===== src/rtl/serial_frame_pkg.sv =====
// Shared types and constants for the serial sync-word link transmitter.
package serial_frame_pkg;

  typedef enum logic [2:0] {
    IDLE   = 3'd0,
    SYNC   = 3'd1,
    DATA   = 3'd2,
    PARITY = 3'd3,
    GAP    = 3'd4
  } state_t;

  localparam int SYNC_LEN = 4;

  // Bit 0 goes out first, so the line sees 1,1,0,1 in time order.
  localparam logic [SYNC_LEN-1:0] SYNC_WORD = 4'b1011;

  // Sync bit at position idx of the time-ordered sync sequence.
  function automatic logic sync_bit(input logic [1:0] idx);
    return SYNC_WORD[idx];
  endfunction

  // Largest of three sizes; used to size the shared bit counter.
  function automatic int max3(input int a, input int b, input int c);
    int m;
    m = (a > b) ? a : b;
    return (c > m) ? c : m;
  endfunction

endpackage


===== src/rtl/serial_frame_tx.sv =====
// Serial frame transmitter: sync word, LSB-first payload, optional even
// parity bit, then forced-0 gap bits. Optional parity is enabled by
// defining the macro FRAME_PARITY_EN.
module serial_frame_tx
  import serial_frame_pkg::*;
#(
  parameter int DATA_W     = 8,
  parameter int GAP_CYCLES = 2
) (
  input  logic              clk_i,
  input  logic              reset_ni,
  input  logic              s_valid_i,
  input  logic [DATA_W-1:0] s_data_i,
  output logic              s_ready_o,
  output logic              tx_o,
  output logic              busy_o,
  output logic              frame_done_o
);

  localparam int CNT_W = $clog2(max3(SYNC_LEN, DATA_W, GAP_CYCLES) + 1);
  typedef logic [CNT_W-1:0] cnt_t;

  localparam cnt_t LAST_SYNC = cnt_t'(SYNC_LEN - 1);
  localparam cnt_t LAST_DATA = cnt_t'(DATA_W - 1);
  localparam cnt_t PRE_LAST  = cnt_t'((DATA_W > 1) ? DATA_W - 2 : 0);
  localparam cnt_t LAST_GAP  = cnt_t'((GAP_CYCLES > 0) ? GAP_CYCLES - 1 : 0);

`ifdef FRAME_PARITY_EN
  localparam bit PAR_EN = 1'b1;
  logic par_q;
`else
  localparam bit PAR_EN = 1'b0;
`endif

  state_t            state;
  cnt_t              bit_cnt;
  logic [DATA_W-1:0] shreg;
  logic [DATA_W-1:0] shreg_shift;
  logic              tx_q;
  logic              ready_q;
  logic              busy_q;
  logic              done_q;

  // Payload after this cycle's shift; its bit 0 is the next payload bit.
  assign shreg_shift = shreg >> 1;

  // Frame FSM with shifter and counter; every output is a register loaded
  // with the value it must show in the state being entered.
  always_ff @(posedge clk_i or negedge reset_ni) begin
    if (!reset_ni) begin
      // NOTE: asynchronous reset clears every register, including the
      // shifter, so a mid-frame reset leaves no stale payload behind.
      state   <= IDLE;
      bit_cnt <= '0;
      shreg   <= '0;
      tx_q    <= 1'b0;
      ready_q <= 1'b1;
      busy_q  <= 1'b0;
      done_q  <= 1'b0;
`ifdef FRAME_PARITY_EN
      par_q   <= 1'b0;
`endif
    end else begin
      // NOTE: non-blocking assignments throughout, so every branch reads
      // the register values from before this edge.
      case (state)
        IDLE: begin
          tx_q   <= 1'b0;
          done_q <= 1'b0;
          if (s_valid_i && ready_q) begin
            state   <= SYNC;
            bit_cnt <= '0;
            shreg   <= s_data_i;
            tx_q    <= sync_bit(2'd0);
            ready_q <= 1'b0;
            busy_q  <= 1'b1;
`ifdef FRAME_PARITY_EN
            par_q   <= ^s_data_i;
`endif
          end
        end

        SYNC: begin
          if (bit_cnt == LAST_SYNC) begin
            state   <= DATA;
            bit_cnt <= '0;
            tx_q    <= shreg[0];
            done_q  <= !PAR_EN && (DATA_W == 1);
          end else begin
            bit_cnt <= bit_cnt + 1'b1;
            tx_q    <= sync_bit(bit_cnt[1:0] + 2'd1);
          end
        end

        DATA: begin
          shreg <= shreg_shift;
          if (bit_cnt == LAST_DATA) begin
            bit_cnt <= '0;
`ifdef FRAME_PARITY_EN
            state  <= PARITY;
            tx_q   <= par_q;
            done_q <= 1'b1;
`else
            tx_q   <= 1'b0;
            done_q <= 1'b0;
            if (GAP_CYCLES > 0) begin
              state <= GAP;
            end else begin
              state   <= IDLE;
              ready_q <= 1'b1;
              busy_q  <= 1'b0;
            end
`endif
          end else begin
            bit_cnt <= bit_cnt + 1'b1;
            tx_q    <= shreg_shift[0];
            done_q  <= !PAR_EN && (bit_cnt == PRE_LAST);
          end
        end

`ifdef FRAME_PARITY_EN
        PARITY: begin
          bit_cnt <= '0;
          tx_q    <= 1'b0;
          done_q  <= 1'b0;
          if (GAP_CYCLES > 0) begin
            state <= GAP;
          end else begin
            state   <= IDLE;
            ready_q <= 1'b1;
            busy_q  <= 1'b0;
          end
        end
`endif

        GAP: begin
          tx_q   <= 1'b0;
          done_q <= 1'b0;
          if (bit_cnt == LAST_GAP) begin
            state   <= IDLE;
            bit_cnt <= '0;
            ready_q <= 1'b1;
            busy_q  <= 1'b0;
          end else begin
            bit_cnt <= bit_cnt + 1'b1;
          end
        end

        // NOTE: the default arm recovers from any illegal encoding and,
        // with all outputs assigned, keeps the case from holding stale values.
        default: begin
          state   <= IDLE;
          bit_cnt <= '0;
          tx_q    <= 1'b0;
          ready_q <= 1'b1;
          busy_q  <= 1'b0;
          done_q  <= 1'b0;
        end
      endcase
    end
  end

  assign tx_o         = tx_q;
  assign s_ready_o    = ready_q;
  assign busy_o       = busy_q;
  assign frame_done_o = done_q;

endmodule

===== config.mk =====
export PLATFORM = sky130hd
export DESIGN_NAME = serial_frame_tx
export DESIGN_NICKNAME = d
export VERILOG_FILES = /design/src/rtl/serial_frame_pkg.sv /design/src/rtl/serial_frame_tx.sv
export SDC_FILE = /design/constraint.sdc
export NUM_CORES = 1
export LEC_CHECK = 0
export ABC_CLOCK_PERIOD_IN_PS = 2400
export CAP_MARGIN = 25
export CORE_MARGIN = 2
export CORE_UTILIZATION = 52
export CTS_CLUSTER_SIZE = 30
export DETAILED_ROUTE_END_ITERATION = 6
export GPL_TIMING_DRIVEN = 0
export PLACE_DENSITY_LB_ADDON = 0.2
export SETUP_SLACK_MARGIN = 0.4
export SYNTH_ARGS = -nofsm -noshare
export SYNTH_HDL_FRONTEND = slang
export SYNTH_SLANG_ARGS = --single-unit

===== constraint.sdc =====
create_clock -name clk_i -period 2.4 [get_ports clk_i]
set_clock_uncertainty 0.1 [all_clocks]
set_input_delay 0.24 -clock clk_i [delete_from_list [all_inputs] [get_ports clk_i]]
set_output_delay 0.24 -clock clk_i [all_outputs]
set_load 0.02 [all_outputs]

==> impl_summary.txt <==
----------------------------------------------------
[Die]
  Die Width ... 48.3 um
  Overall die area ... 0.00233 mm^2
  Core region area ... 0.00190 mm^2
  Chip Height ... 48.3 um
  Initial standard-cell utilization of the core ... 53.6%
  Number of placement rows ... 16
  Number of primary I/O pins ... 15

[Run status]
  Result of the run ... complete, no violations

[GRT]
  Largest net degree at the start of global routing ... 20
  Congestion Overflow GR ... 0
  Global-route wire length before repair ... 3100 um
  All-layer global routing usage ... 19.1%
  Antenna violations before repair ... 0
  Vias in the first global route ... 716

[Place]
  HPWL after DPL ... 1360 um
  IO Port Bufs ... 14
  GP Congestion ... 0.835

[Pwr]
  Reported leakage power ... 0.521 nW
  Areal power density over the cells ... 1060 mW/mm^2
  Total power after layout ... 0.00130 W
  Peak supply drop ... 0.000554 V

[Synthesis]
  Number of warnings issued by yosys ... 0
  Most used standard cell by instance count after synthesis ... dfrtp_1
  Portion of the post-synthesis area used by sequential elements ... 46.8%
  Number of synthesized register bits ... 19
  EDFF count, synth ... 0
  Async SR Flop Fraction ... 100%
  Area share of the largest cell type after synthesis ... 44.2%
  Net count after synthesis ... 118
  Area of the mapped netlist ... 0.00102 mm^2
  Gate count after technology mapping ... 104
  Cell type with the highest aggregate area in the netlist ... dfrtp_1
  Largest cells by area after synthesis ... dfrtp_1 44%, mux2i_1 7.9%, nand2_1 5.2%
  Most used standard cells in the synthesized netlist ... 18 x dfrtp_1, 14 x nand2_1, 10 x o21ai_0
  Count of different cell masters after synthesis ... 32
  Commonest register cell after synthesis ... dfrtp_1
  Post-synthesis area per instance ... 9.79 um^2

[Critical path]
  Startpoint Class ... register
  CP Cell Sequence ... ha_1 > and3b_1 > nor3_1 > nor3_1 > o21ai_1
  Cell type of the slowest stage on the worst timing path ... nor3_1
  Highest fanout seen on the critical path ... 6
  Kind of capture point of the worst setup path ... register
  Required @ worst endpoint ... 2530 ps
  Crit-path most repeated cell ... nor3_1
  Delay contributed by the slowest stage of the critical path ... 530 ps
  Arrival time worst endpoint ... 2000 ps
  Length in cells of the worst reg-to-reg path ... 5
  Path type of the worst setup path ... register to register

[Clocking]
  Root Buffer ... clkbuf_4
  Clock tree from TritonCTS ... built
  Num Clock Sinks ... 19
  Latest clock arrival within the worst-skew pair ... 300 ps
  Count of H-tree levels built during CTS ... 1
  Buffer levels on the longest clock path ... 2
  Clock input transition at the sequential cells of the worst setup and hold paths ... 110 ps
  Total CTS buffers ... 3
  Number of hold buffers added after CTS ... 0

[Route]
  Antenna-violating nets left ... 0
  Pre-antenna DRT Iters ... 4
  Iter 0 DRT Violations ... 14
  DRC violation count after routing ... 0
  WL/cell ... 12.8 um
  Via count ... 815
  Final routed wirelength across all metal layers ... 1910 um
  Average vias per placed instance ... 5.47

[Timing]
  Slew of the pin with the lowest slew margin ... 863 ps
  Summed negative setup slack over all endpoints ... 0 ps
  Finish-stage setup viols ... 0
  Highest attainable clock frequency ... 0.535 GHz
  Worst-case hold slack ... 321 ps
  Post-route clock period utilization ... 77.9%
  Fin. Hold Viols ... 0
  Remaining max-slew budget at the tightest pin ... 42.3%
  Unrepaired setup endpoints after global routing ... false
  Time the final worst path needs with I/O delays and setup ... 1870 ps
  Number of pins with negative max-slew slack in the final report ... 0

[Cells and area]
  Number of nets in the layout ... 137
  Flip-flop and latch area ... 477 um^2
  Ant diodes ... 0
  Area delta synth->final ... 20.3%
  Multi-input combinational cell area ... 503 um^2
  Finished Core Util ... 64.4%
  Fraction of layout instances using a drive strength above 1 ... 11.5%
  Fill cell total of the finished layout ... 169

[Worst hold path]
  Type of the most critical hold path ... input pin to async pin

[Job]
  MaxCap Viol Count ... 0

----------------------------------------------------
-- final timing paths --
check	start	to	slack, ps
worst min register to register	shreg[2]	shreg[1]	400
worst max-delay path	bit_cnt[0]	bit_cnt[3]	530
min in group clk_i	shreg[2]	shreg[1]	400
max in group asynchronous	reset_ni	shreg[4]	1350
worst min-delay path	reset_ni	bit_cnt[1]	320
worst max register to register	bit_cnt[0]	bit_cnt[3]	530
-- area by class of cell --
type | count | area share (%)
multi-input cells | 76 | 41.1
flip-flops and latches | 19 | 38.9
repair buffers | 14 | 11.4
well taps | 27 | 2.76
plain buffers | 4 | 2.04
clock buffers | 3 | 1.84
inverters | 5 | 1.53
clock inverters | 1 | 0.409
-- cell usage in the layout, fill, tap and decap left out, types with 2 or more instances in the layout --
| master | instances |
|---|---|
| clkbuf_4 | 3 |
| dfrtp_1 | 18 |
| o22ai_1 | 3 |
| nor3_1 | 4 |
| clkdlybuf4s50_1 | 14 |
| a21oi_1 | 2 |
| o21ai_0 | 10 |
| nand2_1 | 14 |
| ha_1 | 3 |
| nand2b_1 | 2 |
| mux2i_1 | 8 |
| o21ai_1 | 2 |
| buf_2 | 2 |
| nor3b_1 | 2 |
| nor2_1 | 8 |
| buf_4 | 2 |
| o211ai_1 | 2 |
| inv_1 | 5 |
-- kinds of logic (layout without fill, tap and decap cells) --
group	after synthesis	count (layout)	synth area share, %
flip-flops	19	19	46.8
AO/OA/AOI/OAI	26	26	18.2
adder cells (fa/ha/maj)	3	3	3.69
AND/OR/NAND/NOR	39	39	19.2
buffers and inverters	9	27	4.30
multiplexers	8	8	7.86
-- per-layer routing --
layer | track usage (%) | share of wire [%]
met5 | 0 | 0
met4 | 6.49 | 0.57
met3 | 3.70 | 4.9
met2 | 29.7 | 46
met1 | 26.6 | 49
-- registers in the layout (all words and copies together) (netlist names) --
| signal | cells |
|---|---|
| frame_done_o | 1 |
| shreg | 8 |
| s_ready_o | 1 |
| bit_cnt | 4 |
| busy_o | 1 |
| state | 3 |
| tx_o | 1 |
-- where the power goes --
group | total (W) | switching, W | internal (W)
combinational | 0.000599 | 0.000327 | 0.000273
clock | 0.000163 | 0.000101 | 0.0000621
sequential | 0.000536 | 0.0000961 | 0.000440
-- worst max-delay path, delay by kind of cell (launching register included) --
family,cells,cell delay [ps]
AO/OA/AOI/OAI,1,160
flip-flops,1,440
adder cells (fa/ha/maj),1,240
AND/OR/NAND/NOR,3,870
-- stage by stage --
stage | std cells | area (um^2) | worst slack [ps]
floorplan | 104 | 1020 | 697
global placement | 145 | 1190 | 373
detailed placement | 145 | 1190 | 377
CTS | 149 | 1220 | 500
global route | 149 | 1220 | 416
finish | 149 | 1220 | 530
-- timing repair --
action                     4_1_cts  5_1_grt
buffers inserted                 0        0
gates resized for setup          0        1
setup endpoints to repair        0        3
Power figures use the tool's default switching activity.
